File: src/rtl/change_dispenser.sv
// change_dispenser: pays a refund balance to the coin hopper greedily, largest coin first,
// within per-denomination stock, one coin per valid/ready handshake.
module change_dispenser #(
  parameter int W = 16,
  parameter int STOCK_W = 8,
  parameter int STOCK_0P5 = 50,
  parameter int STOCK_1 = 50,
  parameter int STOCK_5 = 20,
  parameter int STOCK_10 = 10,
  parameter int GAP_CYCLES = 2
) (
  input  logic         clk,
  input  logic         rst,
  input  logic         refundReq,
  input  logic [W-1:0] refundAmt,
  input  logic         refillBtn,
  input  logic         hopperReady,
  output logic         coinValid,
  output logic [1:0]   coinKind,
  output logic         busy,
  output logic         done,
  output logic [W-1:0] shortfall
);
  typedef enum logic [2:0] {IDLE, SELECT, ISSUE, GAP, DONE} state_t;
  localparam int GW = $clog2(GAP_CYCLES + 1);
  localparam logic [4*STOCK_W-1:0] FULL = {STOCK_W'(STOCK_10), STOCK_W'(STOCK_5),
                                           STOCK_W'(STOCK_1), STOCK_W'(STOCK_0P5)};
  state_t state, state_n;
  logic [W-1:0] remaining;
  logic [STOCK_W-1:0] stock [4];
  logic [GW-1:0] gap;
  logic found;
  logic [1:0] pick;
  function automatic logic [W-1:0] value(input logic [1:0] k);
    return k == 2'd3 ? W'(20) : k == 2'd2 ? W'(10) : k == 2'd1 ? W'(2) : W'(1);
  endfunction
  // ascending scan: the last affordable, stocked kind is the largest
  always_comb begin
    found = 1'b0;
    pick = 2'd0;
    for (int i = 0; i < 4; i++)
      if (remaining >= value(2'(i)) && stock[i] != '0) begin
        found = 1'b1;
        pick = 2'(i);
      end
  end
  always_ff @(posedge clk) state <= !rst ? IDLE : state_n;
  // SELECT is itself one dead cycle, so GAP only covers the remaining GAP_CYCLES-1
  always_comb begin
    state_n = state;
    case (state)
      IDLE:    state_n = refundReq ? SELECT : IDLE;
      SELECT:  state_n = found ? ISSUE : DONE;
      ISSUE:   state_n = !hopperReady ? ISSUE : GAP_CYCLES > 1 ? GAP : SELECT;
      GAP:     state_n = gap <= GW'(1) ? SELECT : GAP;
      default: state_n = IDLE;
    endcase
  end
  always_comb begin
    coinValid = state == ISSUE;
    busy = state != IDLE;
    done = state == DONE;
  end
  always_ff @(posedge clk)
    if (!rst) begin
      remaining <= '0;
      coinKind <= '0;
      shortfall <= '0;
      gap <= '0;
      for (int i = 0; i < 4; i++) stock[i] <= FULL[i*STOCK_W +: STOCK_W];
    end else begin
      if (state == IDLE && refillBtn)
        for (int i = 0; i < 4; i++) stock[i] <= FULL[i*STOCK_W +: STOCK_W];
      case (state)
        IDLE:
          if (refundReq) begin
            remaining <= refundAmt;
            shortfall <= '0;
          end
        SELECT:
          if (found) coinKind <= pick;
          else shortfall <= remaining;
        ISSUE:
          if (hopperReady) begin
            remaining <= remaining - value(coinKind);
            stock[coinKind] <= stock[coinKind] - 1'b1;
            gap <= GW'(GAP_CYCLES - 1);
          end
        GAP: gap <= gap - 1'b1;
        default: ;
      endcase
    end
endmodule

File: config.mk
export PLATFORM = sky130hd
export DESIGN_NAME = change_dispenser
export DESIGN_NICKNAME = d
export VERILOG_FILES = /design/src/rtl/change_dispenser.sv
export SDC_FILE = /design/constraint.sdc
export NUM_CORES = 1
export LEC_CHECK = 0
export BUFFER_PORTS_ARGS = -buffer_cell sky130_fd_sc_hd__buf_2
export CORE_MARGIN = 3
export CORE_UTILIZATION = 60
export CTS_BUF_LIST = sky130_fd_sc_hd__clkbuf_8
export DETAILED_ROUTE_END_ITERATION = 12
export PLACE_DENSITY = 0.81
export SYNTH_ARGS = -nofsm -noshare
export SYNTH_HDL_FRONTEND = slang
export SYNTH_SLANG_ARGS = --single-unit
File: constraint.sdc
create_clock -name clk -period 5.93 [get_ports clk]
set_input_delay 0.8895 -clock clk [delete_from_list [all_inputs] [get_ports clk]]
set_output_delay 0.8895 -clock clk [all_outputs]
set_load 0.1 [all_outputs]
==> summary.txt, run 1 <==
Final setup TNS: 0 ns
HP Class: reg -> reg
Clk Latency, worst-skew pair: 0.35 ns
Commonest non-fill, non-tap cell in the layout: nand2_1
Diode count: 0
Detail Placement HPWL: 6820 um
Worst EP required: 5.04 ns
Core area: 5990 sq um
Worst Skew: 0.00943 ns
R2R depth: 7
DR vias/cell: 6.35
Grt ovf: 0
Clk pwr share: 0.315
Vias in the first global route: 3175
Syn Inst Count: 392
HP Start: shortfall[14]
Critical path cell sequence: nor2_1 -> nand2_1 -> clkinv_1 -> buf_2
Worst slew margin: 0.329
Arr. time, crit path: 2.37 ns
CTS sink cnt: 73
Initial antenna violation count: 0
Clock Tree Root: clkbuf_8
Rows: 28
RR Startpoint: state[0]
Slew Viols, Final: 0
DIE AREA: 7250 sq um
Worst Hold Endpoint: shortfall[14]
Max-Cap Viols: 0
Port Buf Inserts: 41
Worst Setup Path Type: reg -> out
Number of synthesized register bits: 73
CP max stage delay: 0.54 ns
Synth Flop Type: dfxtp_1
Setup violations, final: 0
Cts hold-fix bufs: 0
Final hold slack: 0.463 ns
Worst Setup Start Kind: flop
Reg2reg setup slack: 2.71 ns
Sequential fraction of the synthesis area: 0.474
WHS Path Cells: 2
I/O pin cnt: 42
Vias: 3213
Clock tree buffer depth: 2
Die H: 85.1 um
P per Cell Area: 323 nW/um^2
Synth cell types: 57
DRC violations left: 0
Fin nets: 459
Share of total power in combinational logic: 0.239
First-pass GRT wire length: 15200 um
CTS tree: built
Period Utilization, post-route: 0.550
Share of layout cells above drive strength 1: 0.174
Yosys warns: 0
CTS clk-pin slew, worst paths: 0.07 ns
Outcome: finished clean
Slowest CP cell: clkinv_1
P_sw: 0.435 mW
Final ANT Viol Nets: 0
VDD IR max: 0.192 mV
Post-CTS setup buffer count: 0
Die W: 85.1 um
Final hold violations: 0
Largest net degree at the start of global routing: 30
Internal power: 0.917 mW
Flop pwr share: 0.447
Syn Nets: 425
Least-Margin Pin Slew: 1.01 ns
Total CTS buffers: 9
Starting Density: 0.627
Unrepaired setup endpoints after global routing: false
Area Overhead vs Synth: 11.4%
Switching Fraction: 0.322
Fmax: 0.307 GHz
Layout fillers: 473
Fraction of registers with async set or reset after synthesis: 0
Iter 0 DRT Violations: 240
CP Capture Type: primary output
Routability cong.: 0.949
Drt total wl: 9110 um
Cell Area, Synth: 3760 sq um
CP Max Fanout: 17
DR pass1 iterations: 5
Cts repair resizes: 0
H-tree depth: 3
Commonest non-fill, non-tap cells in the layout: nand2_1 (51), nor2_1 (42), dfxtp_1 (41), buf_2 (41), edfxtp_1 (32)
GRT Util Overall: 0.268
Mean Syn Cell Area: 9.58 sq um
Final Critical Period: 3.26 ns
Number of synthesized flops with an enable pin: 32
Pleak: 1.51 nW
Drt wl/cell: 18.0 um
R2r endpoint: stock[2][3]
-- power groups by stage --
stage / logic [mW] / clock network [mW] / registers [mW]
after floorplan: 0.244 / 0 / 0.606
after global placement: 0.308 / 0 / 0.611
after detailed placement: 0.318 / 0 / 0.614
after CTS: 0.319 / 0.431 / 0.603
after global routing: 0.356 / 0.455 / 0.608
final: 0.323 / 0.426 / 0.604
-- worst max-delay path: cells and delay by family, from the launching register on --
kind / cells / cell delay, ns
AND/OR/NAND/NOR: 2 / 0.54
buffers and inverters: 2 / 0.99
flip-flops: 1 / 0.49
-- cell type report --
class                   instances  area (sq um)  share of cell area
clock buffers                  10           138              0.0329
clock inverters                 6          82.6              0.0197
inverters                      15          56.3              0.0135
multi-input cells             285          1820               0.435
flip-flops and latches         73          1780               0.426
well taps                      75          93.8              0.0224
repair buffers                 42           213              0.0508
-- cells by family (layout without fill, tap and decap cells) --
| kind of cell | after synthesis | after routing | share of synthesized area |
|---|---|---|---|
| buffers and inverters | 34 | 73 | 0.0413 |
| AOI/OAI and AO/OA | 78 | 78 | 0.141 |
| adders and majority gates | 12 | 12 | 0.0420 |
| xor gates and xnor gates | 8 | 8 | 0.0187 |
| muxes | 11 | 11 | 0.0563 |
| DFF | 73 | 73 | 0.474 |
| and+or+nand+nor | 176 | 176 | 0.227 |
-- synth_stat cells (4+ instances only) --
cell type	n	share of area
nor2_1	42	0.042
ha_1	11	0.037
a21oi_1	23	0.031
a311oi_1	4	0.0093
a21oi_2	4	0.0093
nor4_1	13	0.022
o21ai_0	13	0.017
mux4_2	8	0.048
edfxtp_1	32	0.26
o21a_1	5	0.010
xor2_1	4	0.0093
dfxtp_1	41	0.22
clkbuf_1	11	0.011
inv_1	13	0.013
xnor2_1	4	0.0093
nand3_1	28	0.037
nand2_1	51	0.051
nand3b_1	5	0.010
nand4_1	7	0.012
nor3_1	10	0.013
-- routing by layer --
metal	vias up	part of all wire	global-route usage
met5	-	0	0
met3	28	0.060	0.0612
met4	0	0.035	0.141
met1	1534	0.40	0.317
met2	129	0.51	0.453
li1	1522	-	-
-- flip-flops by register name (all words and copies together) (netlist names), named ones only --
name	cells
coinKind	2
gap	2
remaining	16
shortfall	16
state	3
stock	32
-- per-stage QoR --
step | instances | worst slack [ns] | power, mW | utilization | cell area (sq um)
4_1_cts | 506 | 2.65 | 1.35 | 0.698 | 4180
6_report | 506 | 2.67 | 1.35 | 0.698 | 4180
3_5_place_dp | 490 | 2.43 | 0.932 | 0.662 | 3960
2_1_floorplan | 392 | 2.49 | 0.849 | - | 3760
5_1_grt | 506 | 2.33 | 1.42 | 0.698 | 4180
3_3_place_gp | 490 | 2.63 | 0.920 | 0.662 | 3960
-- worst max-delay path by stage --
stage,start,to,slack [ns],cells past startpoint
2_1_floorplan,state[0],done,2.49,2
6_report,state[0],coinValid,2.67,4
3_5_place_dp,rst,stock[2][1],2.43,5
3_3_place_gp,rst,stock[2][1],2.63,5
5_1_grt,state[0],stock[2][3],2.33,7
4_1_cts,state[0],coinValid,2.65,4
Power figures use the tool's default switching activity.
==> run 2, diff against run 1 <==
Clock period 5.93 ns to 3.2 ns, I/O delays scaled along.
==> run 2 against run 1 <==
  * Critical path depth grew 4
  * Non-clock buffer count grew 5
  * Combinational power grew 87%
  * Final area grew 0.87%
  * Clock power grew 86%
  * Largest cell class unchanged
==> summary.txt, run 2 (synthesis results as in run 1) <==
Final ANT Viol Nets: 0 (unchanged)
Total CTS buffers: 9 (unchanged)
Max reg flops: 32 (unchanged)
Commonest non-fill, non-tap cells in the layout: nand2_1 (51), nor2_1 (42), dfxtp_1 (41), buf_2 (41), edfxtp_1 (32) (unchanged)
Max-Cap Viols: 0 (unchanged)
Starting Density: 0.627 (unchanged)
Core area: 5990 sq um (unchanged)
Routability cong.: 0.961 (was 0.949)
CP Max Fanout: 6 (was 17)
DP Worst Slack: 0.566 ns (was 2.43 ns)
Fmax: 0.375 GHz
Largest regs: stock (32), remaining (16), shortfall (16) (unchanged)
Final hold violations: 0 (unchanged)
Outcome: finished clean (unchanged)
Reg2reg setup slack: 0.53 ns (was 2.71 ns)
Detail Placement HPWL: 6660 um (was 6820 um)
GRT Util Overall: 0.265 (was 0.268)
Diode count: 0 (unchanged)
Die W: 85.1 um (unchanged)
CP Capture Type: flop (was primary output)
Cts hold-fix bufs: 0 (unchanged)
Drt total wl: 8940 um (was 9110 um)
Period Utilization, post-route: 0.834
Rows: 28 (unchanged)
Share of layout cells above drive strength 1: 0.188 (was 0.174)
CTS tree: built (unchanged)
I/O pin cnt: 42 (unchanged)
Worst Setup Start Kind: flop (unchanged)
Die H: 85.1 um (unchanged)
Arr. time, crit path: 2.95 ns (was 2.37 ns)
Least-Margin Pin Slew: 0.700 ns (was 1.01 ns)
Final core utilization: 0.704 (was 0.698)
Worst Setup Path Type: reg -> reg (was reg -> out)
Tot Pwr: 2.51 mW (was 1.35 mW)
Commonest non-fill, non-tap cell in the layout: nand2_1 (unchanged)
WP buf/inv: 1 (was 2)
Slowest CP cell: or4_1 (was clkinv_1)
Worst EP required: 3.48 ns (was 5.04 ns)
Final setup TNS: 0 ns (unchanged)
Grt ovf: 0 (unchanged)
Cts repair resizes: 0 (unchanged)
Vias: 3227 (was 3213)
CTS clk-pin slew, worst paths: 0.08 ns (was 0.07 ns)
Worst Skew: 0.0116 ns (was 0.00943 ns)
CP dominant cell by count: ha_1
Vias in the first global route: 3168 (was 3175)
VDD IR max: 0.362 mV (was 0.192 mV)
Initial antenna violation count: 0 (unchanged)
Final Critical Period: 2.67 ns
DIE AREA: 7250 sq um (unchanged)
Unrepaired setup endpoints after global routing: false (unchanged)
CP max stage delay: 0.49 ns (was 0.54 ns)
HP Class: in -> reg (was reg -> reg)
Post-CTS setup buffer count: 0 (unchanged)
Clock tree buffer depth: 2 (unchanged)
Biggest register: stock (unchanged)
P per Cell Area: 595 nW/um^2 (was 323 nW/um^2)
DR pass1 iterations: 5 (unchanged)
Top delay family on crit path: simple AND/OR/NAND/NOR gates (was buffers and inverters)
Port Buf Inserts: 41 (unchanged)
Clock Tree Root: clkbuf_8 (unchanged)
Clk Latency, worst-skew pair: 0.35 ns (about the same)
Iter 0 DRT Violations: 200 (was 240)
Critical path cell sequence: ha_1 -> inv_1 -> ha_1 -> or4_1 -> nand3b_1 -> nor4_1 -> mux2_2 -> a21oi_1 (was nor2_1 -> nand2_1 -> clkinv_1 -> buf_2)
DR vias/cell: 6.32 (was 6.35)
Setup violations, final: 0 (unchanged)
Worst setup margin: 0.531 ns (was 2.67 ns)
DRC violations left: 0 (unchanged)
Pleak: 1.54 nW (was 1.51 nW)
CTS sink cnt: 73 (unchanged)
First-pass GRT wire length: 15000 um (was 15200 um)
Largest net degree at the start of global routing: 25 (was 30)
Area Overhead vs Synth: 12.4% (was 11.4%)
Slew Viols, Final: 0 (unchanged)
Drt wl/cell: 17.5 um (was 18.0 um)
Fin nets: 464 (was 459)
Final hold slack: 0.396 ns (was 0.463 ns)
Worst slew margin: 0.532 (was 0.329)
H-tree depth: 3 (unchanged)
run 2: cell count changes in the layout (fill, tap and decap cells not counted):
cell / previous run / this run
inv_1: 14 / 13
clkinv_4: 0 / 2
clkinv_2: 0 / 2
clkbuf_8: 10 / 9
clkinv_1: 2 / 1
clkinvlp_4: 2 / 1
buf_4: 1 / 6
run 2: final timing paths:
check               start             to  cells past startpoint
min reg2reg  shortfall[2]   shortfall[2]                      2
max           coinKind[0]  remaining[15]                      8
max reg2reg   coinKind[0]  remaining[15]                      8
min          refundAmt[3]   remaining[3]                      3
run 2: worst register-to-register path, cell delays in order (launching register included):
cell	delay (ns)
dfxtp_1	0.42
ha_1	0.28
inv_1	0.10
ha_1	0.25
or4_1	0.49
nand3b_1	0.30
nor4_1	0.29
mux2_2	0.37
a21oi_1	0.11
run 2: layout make-up:
type | count | area, sq um
Multi-Input combinational cell | 285 | 1820
Clock buffer | 9 | 124
Fill cell | 482 | 1770
Inverter | 15 | 56.3
Timing Repair Buffer | 47 | 250
Sequential cell | 73 | 1780
Tap cell | 75 | 93.8
Clock inverter | 7 | 95.1
run 2: per-layer routing:
metal	global-route usage	up-vias	wire length, um
met3	0.0398	18	568
met1	0.315	1553	3400
met5	0	-	0
li1	-	1535	-
met4	0.124	0	198
met2	0.469	121	4780
run 2: report_power, final:
group          leakage (nW)  switching (mW)  internal, mW  total [mW]
registers             0.646          0.0754          1.04        1.11
clock network         0.109           0.355         0.439       0.793
logic                 0.782           0.392         0.213       0.605
total                  1.54           0.822          1.69        2.51
run 2: per-stage QoR:
step	cell area (sq um)	cells
final	4220	511
after global routing	4220	511
after CTS	4220	511
after detailed placement	4000	495
after global placement	4000	495
after floorplan	3760	392
==> run 3, diff against run 2 <==
Settings changed: CORE_UTILIZATION 60 to 55, PLACE_DENSITY 0.81 to 0.79.
Clock period 3.2 ns to 2.2 ns, I/O delays scaled along.
==> run 3 against run 2 <==
  * The run now ends with setup timing left
  * Count of clock-buffer cells in the layout increased by 2
  * Critical path depth increased by 2
  * Hold slack lost 0.16 ns
  * Non-clock buffer count rose by 50
  * Register-to-register slack lost 0.66 ns
  * Global-route usage hardly changed
  * Critical endpoint unchanged
  * Largest cell class unchanged
==> summary.txt, run 3 (synthesis results as in run 1) <==
Outcome: finished with violations (was finished clean)
Failing checks: setup timing
Area Overhead vs Synth: 29.4% (was 12.4%)
P per Cell Area: 823 nW/um^2 (was 595 nW/um^2)
Finished Layout Cells: 563 (was 511)
Initial antenna violation count: 0 (unchanged)
Final core utilization: 0.748 (was 0.704)
Placed cell area: 4400 sq um (was 4000 sq um)
Vias in the first global route: 3221 (was 3168)
VDD IR max: 0.602 mV (was 0.362 mV)
Final Critical Period: 2.33 ns (was 2.67 ns)
Largest regs: stock (32), remaining (16), shortfall (16) (unchanged)
CP Max Fanout: 4 (was 6)
Cts hold-fix bufs: 0 (unchanged)
Largest net degree at the start of global routing: 24 (was 25)
Die H: 88.6 um (was 85.1 um)
Pleak: 1.81 nW (was 1.54 nW)
DR vias/cell: 6.45 (was 6.32)
Critical path cell sequence: inv_4 -> ha_1 -> inv_1 -> ha_1 -> and3_1 -> a21oi_2 -> nand3b_1 -> nor4_2 -> mux2_2 -> a21oi_2 (was ha_1 -> inv_1 -> ha_1 -> or4_1 -> nand3b_1 -> nor4_1 -> mux2_2 -> a21oi_1)
CP Capture Type: flop (unchanged)
DR pass1 iterations: 5 (unchanged)
Switching Fraction: 0.350 (was 0.328)
Clk pwr share: 0.240 (was 0.316)
Vias: 3633 (was 3227)
Slowest CP cell: mux2_2 (was or4_1)
Unrepaired setup endpoints after global routing: true (was false)
Total CTS buffers: 9 (unchanged)
Detail Placement HPWL: 7380 um (was 6660 um)
Worst setup margin: -0.132 ns (was 0.531 ns)
Rows: 29 (was 28)
Worst Setup Path Type: reg -> reg (unchanged)
DRC violations left: 0 (unchanged)
Grt ovf: 0 (unchanged)
Commonest non-fill, non-tap cell in the layout: buf_4 (was nand2_1)
First-pass GRT wire length: 15700 um (was 15000 um)
Share of layout cells above drive strength 1: 0.352 (was 0.188)
Final hold violations: 0 (unchanged)
CTS tree: built (unchanged)
Port Buf Inserts: 41 (unchanged)
CTS sink cnt: 73 (unchanged)
GRT Util Overall: 0.265 (about the same)
Final setup TNS: -0.440 ns (was 0 ns)
Fmax: 0.429 GHz (was 0.375 GHz)
P_sw: 1.40 mW (was 0.822 mW)
Cells after DPL: 537 (was 495)
H-tree depth: 3 (unchanged)
Clk Latency, worst-skew pair: 0.36 ns (was 0.35 ns)
Core area: 6490 sq um (was 5990 sq um)
Worst EP required: 2.49 ns (was 3.48 ns)
Top delay family on crit path: simple AND/OR/NAND/NOR gates (unchanged)
I/O pin cnt: 42 (unchanged)
WP buf/inv: 2 (was 1)
CP max stage delay: 0.38 ns (was 0.49 ns)
Arr. time, crit path: 2.62 ns (was 2.95 ns)
Drt total wl: 10800 um (was 8940 um)
Tot Pwr: 4.00 mW (was 2.51 mW)
Worst slew margin: 0.649 (was 0.532)
Internal power: 2.60 mW (was 1.69 mW)
Share of total power in combinational logic: 0.356 (was 0.241)
Starting Density: 0.578 (was 0.627)
Die W: 88.6 um (was 85.1 um)
Final Instance Area: 4860 sq um (was 4220 sq um)
HP Class: in -> reg (unchanged)
Worst Setup Start Kind: flop (unchanged)
Routability cong.: 0.955 (was 0.961)
Flop pwr share: 0.404 (was 0.443)
Iter 0 DRT Violations: 414 (was 200)
Diode count: 0 (unchanged)
Commonest non-fill, non-tap cells in the layout: buf_4 (53), nand2_1 (50), buf_2 (41) (was nand2_1 (51), nor2_1 (42), dfxtp_1 (41), buf_2 (41), edfxtp_1 (32))
Fin nets: 514 (was 464)
Biggest register: stock (unchanged)
Worst Skew: 0.00874 ns (was 0.0116 ns)
Final ANT Viol Nets: 0 (unchanged)
CTS clk-pin slew, worst paths: 0.08 ns (about the same)
Period Utilization, post-route: 1.06 (was 0.834)
Clock Tree Root: clkbuf_8 (unchanged)
Drt wl/cell: 19.1 um (was 17.5 um)
DIE AREA: 7860 sq um (was 7250 sq um)
Setup violations, final: 6 (was 0)
Slew Viols, Final: 0 (unchanged)
Max reg flops: 32 (unchanged)
Clock tree buffer depth: 2 (unchanged)
Max-Cap Viols: 0 (unchanged)
Least-Margin Pin Slew: 0.523 ns (was 0.700 ns)
==> run 3: changes by cell type in the layout (fill, tap and decap cells not counted), moves of 3 or more <==
cell	delta
inv_1	-4
ha_4	+5
ha_1	-6
nor4_1	-5
nor3_1	-3
nor3_2	+3
nor4_2	+3
inv_4	+3
buf_4	+47
==> run 3: path summary, 6_finish.rpt <==
kind | from | to | slack, ns | cells past startpoint
setup / recovery | coinKind[0] | remaining[15] | -0.13 | 10
hold / removal | refundAmt[2] | remaining[2] | 0.24 | 3
setup reg to reg | coinKind[0] | remaining[15] | -0.13 | 10
hold reg to reg | shortfall[11] | shortfall[11] | 0.47 | 2
==> run 3: worst min-delay path, delay by kind of cell <==
kind,cells,cell delay (ns)
AOI/OAI and AO/OA,1,0.08
buffers and inverters,1,0.10
and+or+nand+nor,1,0.05
==> run 3: layout make-up <==
type	count	area [sq um]
multi-input cells	285	2080
clock buffers	11	151
well taps	77	96.3
fillers	421	1640
flip-flops and latches	73	1790
repair buffers	97	646
clock inverters	5	30.0
inverters	15	63.8
==> run 3: routing by layer <==
metal,global-route usage,share of wire
met5,0,0
met1,0.366,0.40
met2,0.401,0.46
met4,0.106,0.030
met3,0.0642,0.11
==> run 3: timing repair <==
action | in CTS | in global routing
buffers inserted | 5 | 5
hold endpoints to repair | 0 | 0
gates resized for setup | 13 | 28
pin swaps | 13 | 18
setup endpoints to repair | 9 | 34
==> run 3: per-stage QoR <==
step | setup slack [ns] | hold slack [ns]
after global routing | -0.219 | 0.239
final | -0.132 | 0.236
after floorplan | -0.291 | 0.445
after global placement | -0.0937 | 0.449
after detailed placement | -0.159 | 0.455
after CTS | -0.0759 | 0.226
==> run 3: power groups by stage <==
stage	sequential [mW]	clock, mW	combinational (mW)
finish	1.62	0.962	1.42
CTS	1.60	0.973	1.22
detailed placement	1.63	0	1.12
global route	1.63	1.02	1.50
floorplan	1.64	0	0.694
global placement	1.62	0	1.09
